File: src/rtl/div_req_scheduler_pkg.sv
// Shared constants for the divider request scheduler: FSM encoding, error codes,
// and the operand values that the shift divider cannot handle.
package calc_sched_pkg;

    typedef enum logic [1:0] {
        S_IDLE  = 2'd0,
        S_ISSUE = 2'd1,
        S_WAIT  = 2'd2,
        S_RESP  = 2'd3
    } state_t;

    localparam logic [1:0] ERR_OK      = 2'b00;
    localparam logic [1:0] ERR_ILLEGAL = 2'b01;
    localparam logic [1:0] ERR_TIMEOUT = 2'b10;

    localparam logic [3:0] NEG_MIN = 4'b1000;
    localparam logic [3:0] ZERO4   = 4'b0000;

endpackage

File: src/rtl/div_req_scheduler_if.sv
// Request/response channel between the two requesters, the consumer and the scheduler.
// master = requester/consumer side, slave = scheduler side.
interface div_req_scheduler_if;
    logic [1:0] req_valid;
    logic [1:0] req_ready;
    logic [7:0] req_a;
    logic [7:0] req_b;
    logic       rsp_valid;
    logic       rsp_ready;
    logic       rsp_id;
    logic [7:0] rsp_q;
    logic [1:0] rsp_err;

    modport master (
        output req_valid, req_a, req_b, rsp_ready,
        input  req_ready, rsp_valid, rsp_id, rsp_q, rsp_err
    );

    modport slave (
        input  req_valid, req_a, req_b, rsp_ready,
        output req_ready, rsp_valid, rsp_id, rsp_q, rsp_err
    );
endinterface

File: src/rtl/div_req_scheduler_rr_arb2.sv
// Two-port round-robin arbiter; grant is combinational and only offered while en is high.
// The pointer moves to the other port whenever a grant is issued (grant == accept here).
module rr_arb2 (
    input  logic       clk,
    input  logic       rst,
    input  logic [1:0] req,
    input  logic       en,
    output logic [1:0] gnt
);

    logic ptr;

    always_comb begin
        gnt = 2'b00;
        if (en) begin
            unique case (req)
                2'b01:   gnt = 2'b01;
                2'b10:   gnt = 2'b10;
                2'b11:   gnt = ptr ? 2'b10 : 2'b01;
                default: gnt = 2'b00;
            endcase
        end
    end

    always_ff @(posedge clk) begin
        if (rst)
            ptr <= 1'b0;
        else if (|gnt)
            ptr <= ~gnt[1];
    end

endmodule

File: src/rtl/div_req_scheduler.sv
// Shares one 4-bit signed divider between two requesters; latency accept->rsp is 14 cycles
// for legal ops, 1 for illegal ops. Requests stall outside IDLE; response holds until rsp_ready.
module div_req_scheduler
    import calc_sched_pkg::*;
#(
    parameter int TIMEOUT = 20,
    parameter int DW      = 4
) (
    input  logic                clk,
    input  logic                rst,
    div_req_scheduler_if.slave  bus,
    output logic                div_start,
    output logic [DW-1:0]       div_a,
    output logic [DW-1:0]       div_b,
    input  logic                div_done,
    input  logic [7:0]          div_q,
    output logic                busy
);

    state_t      state, state_nxt;
    logic [7:0]  timer;
    logic [1:0]  gnt;
    logic        rsp_id_r;
    logic [7:0]  rsp_q_r;
    logic [1:0]  rsp_err_r;
    logic [DW-1:0] sel_a, sel_b;
    logic        accept, illegal, tmo;

    rr_arb2 u_arb (
        .clk (clk),
        .rst (rst),
        .req (bus.req_valid),
        .en  (state == S_IDLE),
        .gnt (gnt)
    );

    assign accept  = |gnt;
    assign sel_a   = gnt[1] ? bus.req_a[7:4] : bus.req_a[3:0];
    assign sel_b   = gnt[1] ? bus.req_b[7:4] : bus.req_b[3:0];
    // The shift divider overflows on -8 and cannot divide by 0 or -8.
    assign illegal = (sel_a == NEG_MIN) || (sel_b == ZERO4) || (sel_b == NEG_MIN);
    assign tmo     = (timer == 8'(TIMEOUT - 1));

    always_comb begin
        state_nxt = state;
        unique case (state)
            S_IDLE:  if (accept) state_nxt = illegal ? S_RESP : S_ISSUE;
            S_ISSUE: state_nxt = S_WAIT;
            S_WAIT:  if (div_done || tmo) state_nxt = S_RESP;
            S_RESP:  if (bus.rsp_ready) state_nxt = S_IDLE;
            default: state_nxt = S_IDLE;
        endcase
    end

    always_ff @(posedge clk) begin
        if (rst) begin
            state     <= S_IDLE;
            timer     <= 8'd0;
            div_a     <= '0;
            div_b     <= '0;
            rsp_id_r  <= 1'b0;
            rsp_q_r   <= 8'd0;
            rsp_err_r <= ERR_OK;
        end else begin
            state <= state_nxt;
            unique case (state)
                S_IDLE: if (accept) begin
                    rsp_id_r <= gnt[1];
                    if (illegal) begin
                        rsp_q_r   <= 8'd0;
                        rsp_err_r <= ERR_ILLEGAL;
                    end else begin
                        div_a <= sel_a;
                        div_b <= sel_b;
                    end
                end
                S_ISSUE: timer <= 8'd0;
                S_WAIT: begin
                    // done takes priority over a coincident timeout
                    if (div_done) begin
                        rsp_q_r   <= div_q;
                        rsp_err_r <= ERR_OK;
                    end else if (tmo) begin
                        rsp_q_r   <= 8'd0;
                        rsp_err_r <= ERR_TIMEOUT;
                    end else begin
                        timer <= timer + 8'd1;
                    end
                end
                default: ;
            endcase
        end
    end

    assign bus.req_ready = gnt;
    assign bus.rsp_valid = (state == S_RESP);
    assign bus.rsp_id    = rsp_id_r;
    assign bus.rsp_q     = rsp_q_r;
    assign bus.rsp_err   = rsp_err_r;
    assign div_start     = (state == S_ISSUE);
    assign busy          = (state != S_IDLE);

endmodule

File: src/flat_wrapper.sv
// flat-port wrapper written by rule: the top's interface ports become plain ports
module div_req_scheduler_flat import calc_sched_pkg::*;
#(
    parameter int TIMEOUT = 20,
    parameter int DW      = 4
)
  (clk, rst, div_start, div_a, div_b, div_done, div_q, busy, bus_req_valid, bus_req_a, bus_req_b, bus_rsp_ready, bus_req_ready, bus_rsp_valid, bus_rsp_id, bus_rsp_q, bus_rsp_err);
  div_req_scheduler_if bus_i ();
  input  logic clk;
  input  logic rst;
  output logic div_start;
  output logic [DW-1:0] div_a;
  output logic [DW-1:0] div_b;
  input  logic div_done;
  input  logic [7:0] div_q;
  output logic busy;
  input wire logic [$bits(bus_i.req_valid)-1:0] bus_req_valid;
  input wire logic [$bits(bus_i.req_a)-1:0] bus_req_a;
  input wire logic [$bits(bus_i.req_b)-1:0] bus_req_b;
  input wire logic [$bits(bus_i.rsp_ready)-1:0] bus_rsp_ready;
  output wire logic [$bits(bus_i.req_ready)-1:0] bus_req_ready;
  output wire logic [$bits(bus_i.rsp_valid)-1:0] bus_rsp_valid;
  output wire logic [$bits(bus_i.rsp_id)-1:0] bus_rsp_id;
  output wire logic [$bits(bus_i.rsp_q)-1:0] bus_rsp_q;
  output wire logic [$bits(bus_i.rsp_err)-1:0] bus_rsp_err;
  assign bus_i.req_valid = bus_req_valid;
  assign bus_i.req_a = bus_req_a;
  assign bus_i.req_b = bus_req_b;
  assign bus_i.rsp_ready = bus_rsp_ready;
  assign bus_req_ready = bus_i.req_ready;
  assign bus_rsp_valid = bus_i.rsp_valid;
  assign bus_rsp_id = bus_i.rsp_id;
  assign bus_rsp_q = bus_i.rsp_q;
  assign bus_rsp_err = bus_i.rsp_err;
  div_req_scheduler #(.TIMEOUT(TIMEOUT), .DW(DW)) u_core (.clk(clk), .rst(rst), .bus(bus_i), .div_start(div_start), .div_a(div_a), .div_b(div_b), .div_done(div_done), .div_q(div_q), .busy(busy));
endmodule
File: config.mk
export PLATFORM = sky130hd
export DESIGN_NAME = div_req_scheduler_flat
export DESIGN_NICKNAME = d
export VERILOG_FILES = /design/src/rtl/div_req_scheduler_pkg.sv /design/src/rtl/div_req_scheduler_if.sv /design/src/rtl/div_req_scheduler_rr_arb2.sv /design/src/rtl/div_req_scheduler.sv /design/src/flat_wrapper.sv
export SDC_FILE = /design/constraint.sdc
export NUM_CORES = 1
export LEC_CHECK = 0
export CAP_MARGIN = 0
export CORE_AREA = 3 3 55 57
export DETAILED_ROUTE_END_ITERATION = 10
export DIE_AREA = 0 0 58 60
export DONT_BUFFER_PORTS = 1
export MAX_ROUTING_LAYER = met4
export PLACE_DENSITY = 0.83
export SLEW_MARGIN = 30
export SYNTH_ARGS = -nofsm -noshare
export SYNTH_HDL_FRONTEND = slang
export SYNTH_HIERARCHICAL = 1
export SYNTH_SLANG_ARGS = --single-unit
export TNS_END_PERCENT = 30
File: constraint.sdc
create_clock -name clk -period 2.9 [get_ports clk]
set_clock_uncertainty 0.05 [all_clocks]
set_input_delay 0.29 -clock clk [delete_from_list [all_inputs] [get_ports clk]]
set_output_delay 0.29 -clock clk [all_outputs]
set_load 0.02 [all_outputs]
### Word-level counts from Yosys, hierarchy flattened

Cells that the tools add are included.

| word-level totals | value |
|---|---|
| word-level logic and storage cells | 64 |
| bits in registers | 30 |
| input bits | 30 |
| output and inout port bits | 24 |

| operators by class | value |
|---|---|
| add/sub/neg operators | 1 |
| eq/ne operators | 16 |
| multiplexer cells | 23 |
| bitwise gates (word level) | 2 |
| reduce and logical (&&, ||, !) cells | 14 |

Operators by type and width:

| operator | number |
|---|---|
| 8-bit two-way mux | 6 |
| 8-bit case mux with 2 select lines | 2 |
| 2-bit two-way mux | 10 |
| 3-bit AND reduction | 3 |
| 8-bit by 1-bit adder with 8-bit output, second input constant | 1 |
| 2-bit equality test, second input constant | 4 |
| 4-bit equality test, second input constant | 2 |
| 8-bit by 5-bit equality test with 1-bit output, second input constant | 1 |
| 4-bit two-way mux | 2 |
| 2-bit case mux with 4 select lines | 1 |
| 2-bit by 1-bit != test with 1-bit output, second input constant | 3 |
| 2-bit != test, second input constant | 3 |
| 2-bit case mux with 3 select lines | 1 |
| 2-bit nonzero test | 3 |
| 2-bit by 1-bit equality test with 1-bit output, second input constant | 2 |
| 4-bit zero test | 1 |
| 2-bit case mux with 2 select lines | 1 |
| 4-bit AND reduction | 1 |
| 1-bit logical OR | 3 |
| 3-bit by 2-bit != test with 1-bit output, second input constant | 1 |
| 2-bit zero test | 1 |
| 1-bit NOT | 2 |
| 2-bit AND reduction | 1 |
| 2-bit OR reduction | 1 |

### Longest topological paths before layout

| logic depth | value |
|---|---|
| depth after elaboration | 10 |
| depth in mapped cells | 10 |
| mapped depth without buffers | 9 |

### Cells and area by module

Netlist, hierarchy kept.

By module, submodules not included:

| module | seq. area each (µm²) | area each (µm²) | cells each | instances |
|---|---|---|---|---|
| div_req_scheduler | 580.6 | 1468.9 | 160 | 1 |
| rr_arb2 | 20.0 | 55.1 | 8 | 1 |

### Least setup slack after synthesis

No wires, ideal clock.

| timing path | value |
|---|---|
| path type | reg2reg |
| start point | register u_core.state[0] |
| end point | register u_core.div_a[0] |
| path slack | 0.240 ns |
| clock period less this slack | 2.660 ns |
| data arrival time | 2.530 ns |
| path buffers | 2 |
| stages on the path, launching flop included | 11 |
| setup time | 0.079 ns |
| required time | 2.771 ns |
| path through | dfxtp_1 > inv_1 > ha_1 > nand2_1 > a21oi_1 > buf_2 > nor2_1 > nor3_4 > buf_6 > nor2_1 > a211oi_2 |

| on the way | value |
|---|---|
| cells in the longest elaborated chain, start to end | 8 |
| elaborated cells between the ends (all ways) | 12 |
| those cells by class | eq/ne (2); mux (3); bitwise (1); reduce/logical (6) |

Ends and longest elaborated chain:

| item | line | text |
|---|---|---|
| start: declaration | div_req_scheduler.sv:20 | `state_t state, state_nxt;` |
| start signal: assignment | div_req_scheduler.sv:65 | `state <= state_nxt;` |
| 2-bit zero test (*) | div_req_scheduler.sv:33 | `.en (state == S_IDLE),` |
| 2-bit two-way mux (*) | div_req_scheduler_rr_arb2.sv:15 | `if (en) begin` |
| named net bus_req_ready[1] | flat_wrapper.sv:21 | `output wire logic [$bits(bus_i.req_ready)-1:0] bus_req_ready;` |
| 4-bit two-way mux (on tied branches) | div_req_scheduler.sv:38, div_req_scheduler.sv:39 |  |
| 4-bit equality test / 4-bit zero test (equally long branches) | div_req_scheduler.sv:41 | `assign illegal = (sel_a == NEG_MIN) \|\| (sel_b == ZERO4) \|\| (sel_b == NEG_MIN);` |
| 1-bit logical OR (2 in series) | div_req_scheduler.sv:41 |  |
| 1-bit NOT (no line) | -- |  |
| 3-bit AND reduction (no line) | -- |  |
| end signal: assignment | div_req_scheduler.sv:73 | `div_a <= sel_a;` |
| end: declaration | div_req_scheduler.sv:13 | `output logic [DW-1:0] div_a,` |

The timed path passes the listed nets; every way through them passes the cells marked *.
A chain may end at the register's enable or synchronous reset.

### Worst setup path in the final report

| timing path | value |
|---|---|
| start point | register u_core.state[0] |
| end point | register u_core.div_b[0] |

| on the way | value |
|---|---|
| cells in the longest elaborated chain, start to end | 8 |
| elaborated cells between the ends (all ways) | 12 |
| those cells by class | eq/ne (2); mux (3); bitwise (1); reduce/logical (6) |

Ends and longest elaborated chain:

| item | line | text |
|---|---|---|
| 2-bit zero test (*) | div_req_scheduler.sv:33, div_req_scheduler.sv:66 |  |
| 2-bit two-way mux | div_req_scheduler_rr_arb2.sv:15 |  |
| 4-bit two-way mux (on tied branches) | div_req_scheduler.sv:38, div_req_scheduler.sv:39 |  |
| 4-bit equality test / 4-bit zero test (equally long branches) | div_req_scheduler.sv:41 |  |
| 1-bit logical OR (2 in series) | div_req_scheduler.sv:41 |  |
| 1-bit NOT (no line) | -- |  |
| 3-bit AND reduction (no line) | -- |  |
| end signal: assignment | div_req_scheduler.sv:74 | `div_b <= sel_b;` |
| end: declaration | div_req_scheduler.sv:14 | `output logic [DW-1:0] div_b,` |

Mark *: on every way between the ends. The rest lies on a longest branch, timed or not.

==> run metrics <==
share of cells above drive strength 1 11.8%; Net Count, Synth 203; clock network power share 17.7%; FP Rows 18; Slew headroom 54.7%; Worst-Skew Late Latency 0.34 ns; CTS tree done; Synth Area in Adders 4.11%; total core area 2520 µm²; path depth of the worst reg2reg path 10; gpl congestion 0.899; Fmax achieved 405 MHz; RSZ-0062 raised after global routing false; DRC viols 0; routed wire length 3330 µm; Post-DRT Antenna Nets 0; worst hold path class primary input to flop; CP Cell Sequence inv_1, ha_1, nand2_1, a21oi_2, buf_4, nor4b_1, a211o_1, nor3_4, nor2_1, a211oi_1; Starting Density 60.4%; post-synthesis cell area 1520 µm²; main combinational cell family by area after synthesis simple AND/OR/NAND/NOR gates; Async SR Flop Fraction 0%; hpwl dp 2520 µm; type of origin of the critical path flop; Hold Fails Final Rpt 0; diode count 0; Ys Warns 6; drt first pass iters 4; Critical Path End Type flop; Worst path slowest cell nor3_4; CP max stage delay 0.53 ns; first-pass GRT wire length 5450 µm; setup TNS 0 ns; global route total overflow 0; post_cts resized 0; Int Pwr 831 µW; Sw Pwr 619 µW; Hold Crit Depth 2; Worst VDD drop 0.000684 V; synthesized instance count 168; Synth top area share 39.4%; fin. max-slew vios 0; IO Port Bufs 0; depth of the CTS H-tree 2; DRT iter0 DRCs 76; initial antenna violation count 0; largest area contributor in the netlist dfxtp_1; Pleak 0.574 nW; number of flops mapped to enable cells by yosys 0; Max clock buf depth 2; DR vias 1220; Commonest cells post-synth dfxtp_1 (30), nor2_1 (25), nand2_1 (20); most common cell in the netlist dfxtp_1; Design Power 1.45 mW; area grow syn2layout 8.37%; Synth Register Bits 30; Num CTS Buffers 5; CP Max Fanout 16; Total GRT Usage 21.7%; top post-synthesis cells by area dfxtp_1 (39%), mux2i_1 (11%), nor2_1 (6.2%), nand2_1 (4.9%), ha_1 (4.1%); nets@finish 212; Final setup violation count 0; Arr. time, crit path 2.67 ns; vias in the first global route 1207; Required @ worst endpoint 3.10 ns; Hold Slack 0.0424 ns; pin count of the biggest net entering global routing 17; status complete, no violations; hold buffers post-CTS 2; post-synthesis simple-gate area fraction 23.4%; Max Cap Viol 0; slew of the pin with the lowest slew margin 0.677 ns; Power Dens Cells 878 nW/µm²; filler cell count 214; die height 60 µm; Die X-Extent 58 µm; R2R Setup Slk 0.43 ns; Final min period 2.47 ns; period utilisation layout 85.1%; sw frac 42.7%; Distinct cells, synth 38; Comb power frac 39.1%; Worst-path clk slew 0.09 ns; Post-Synth XOR/XNOR Area 3.45%; register area share after synthesis 39.4%; Die ar. 3480 µm²; Synth Area in Compound Gates 15.6%; Setup Fix Bufs, Post-CTS 0; vias per cell 5.87; Avg WL per Cell 16.0 µm; Multi-input gate area 873 µm²; CTS Root Cell clkbuf_4; multiplexer area fraction after synthesis 10.5%; prevailing post-synth register cell dfxtp_1; FF+latch area 601 µm²; CTS sink count 30; Synth Area per Inst 9.07 µm²; CP Class flop to flop; part of the power in registers 43.3%; utilization after layout 65.5%; Ports 54
==> cell type report <==
| cell class | instances | share of cell area (%) |
|---|---|---|
| clock buffer | 7 | 3.33 |
| clock inverter | 1 | 0.303 |
| inverter | 8 | 1.82 |
| tap | 30 | 2.27 |
| sequential | 30 | 36.4 |
| timing repair buffer | 6 | 3.03 |
| multi-input combinational | 126 | 52.9 |
==> layer usage <==
layer	routed length (µm)	track usage (%)
met1	1250	22.5
met2	1690	36.6
met3	307	7.34
met4	87	11.3
met5	0	-
==> state kept, by name, summed over array words and instances, names as in the netlist <==
signal / flops
u_core/timer: 8
u_core/state: 2
u_core/bus.rsp_id: 1
u_core/bus.rsp_err: 2
u_core/u_arb/ptr: 1
u_core/div_b: 4
u_core/div_a: 4
u_core/bus.rsp_q: 8
==> worst paths after layout <==
path / from / to
setup reg to reg: u_core/state[0] / u_core/div_b[0]
hold reg to reg: u_core/state[1] / u_core/state[1]
setup / recovery: u_core/state[0] / u_core/div_b[0]
hold / removal: div_q[4] / u_core/bus.rsp_q[4]
==> critical path: cells and delay by family, from the launching register on <==
kind                       cells  cell delay [ns]
DFF                            1             0.38
AOI/OAI and AO/OA              3             0.61
and+or+nand+nor                4             0.87
buffers and inverters          2             0.26
adders and majority gates      1             0.21
==> placed cells by master (no fill, tap or decap), drive strengths merged, types with 5 or more instances in the layout <==
cell type / instances
a21oi: 5
nor2: 26
nand2: 20
mux2i: 16
a211oi: 9
inv: 8
nand2b: 10
xnor2: 5
clkbuf: 7
dfxtp: 30
ha: 5
==> cell families after synthesis <==
group / count (synthesis)
mux: 16
buf+inv: 12
xor+xnor: 6
simple gates: 71
fa+ha+maj: 5
compound gates: 28
flops: 30
==> stage by stage <==
| step | worst slack (ns) | instance area (µm²) | instances |
|---|---|---|---|
| final | 0.431 | 1650 | 208 |
| after global routing | 0.235 | 1650 | 208 |
| after CTS | 0.421 | 1650 | 208 |
| after detailed placement | 0.452 | 1570 | 198 |
| after global placement | 0.603 | 1570 | 198 |
| after floorplan | 0.240 | 1520 | 168 |
==> power groups by stage <==
stage	Sequential (mW)	Combinational, mW	Clock [mW]
2_1_floorplan	0.623	0.468	0
3_3_place_gp	0.636	0.531	0
3_5_place_dp	0.639	0.555	0
4_1_cts	0.628	0.564	0.267
5_1_grt	0.636	0.625	0.287
6_report	0.627	0.566	0.256
Power figures use the tool's default switching activity.
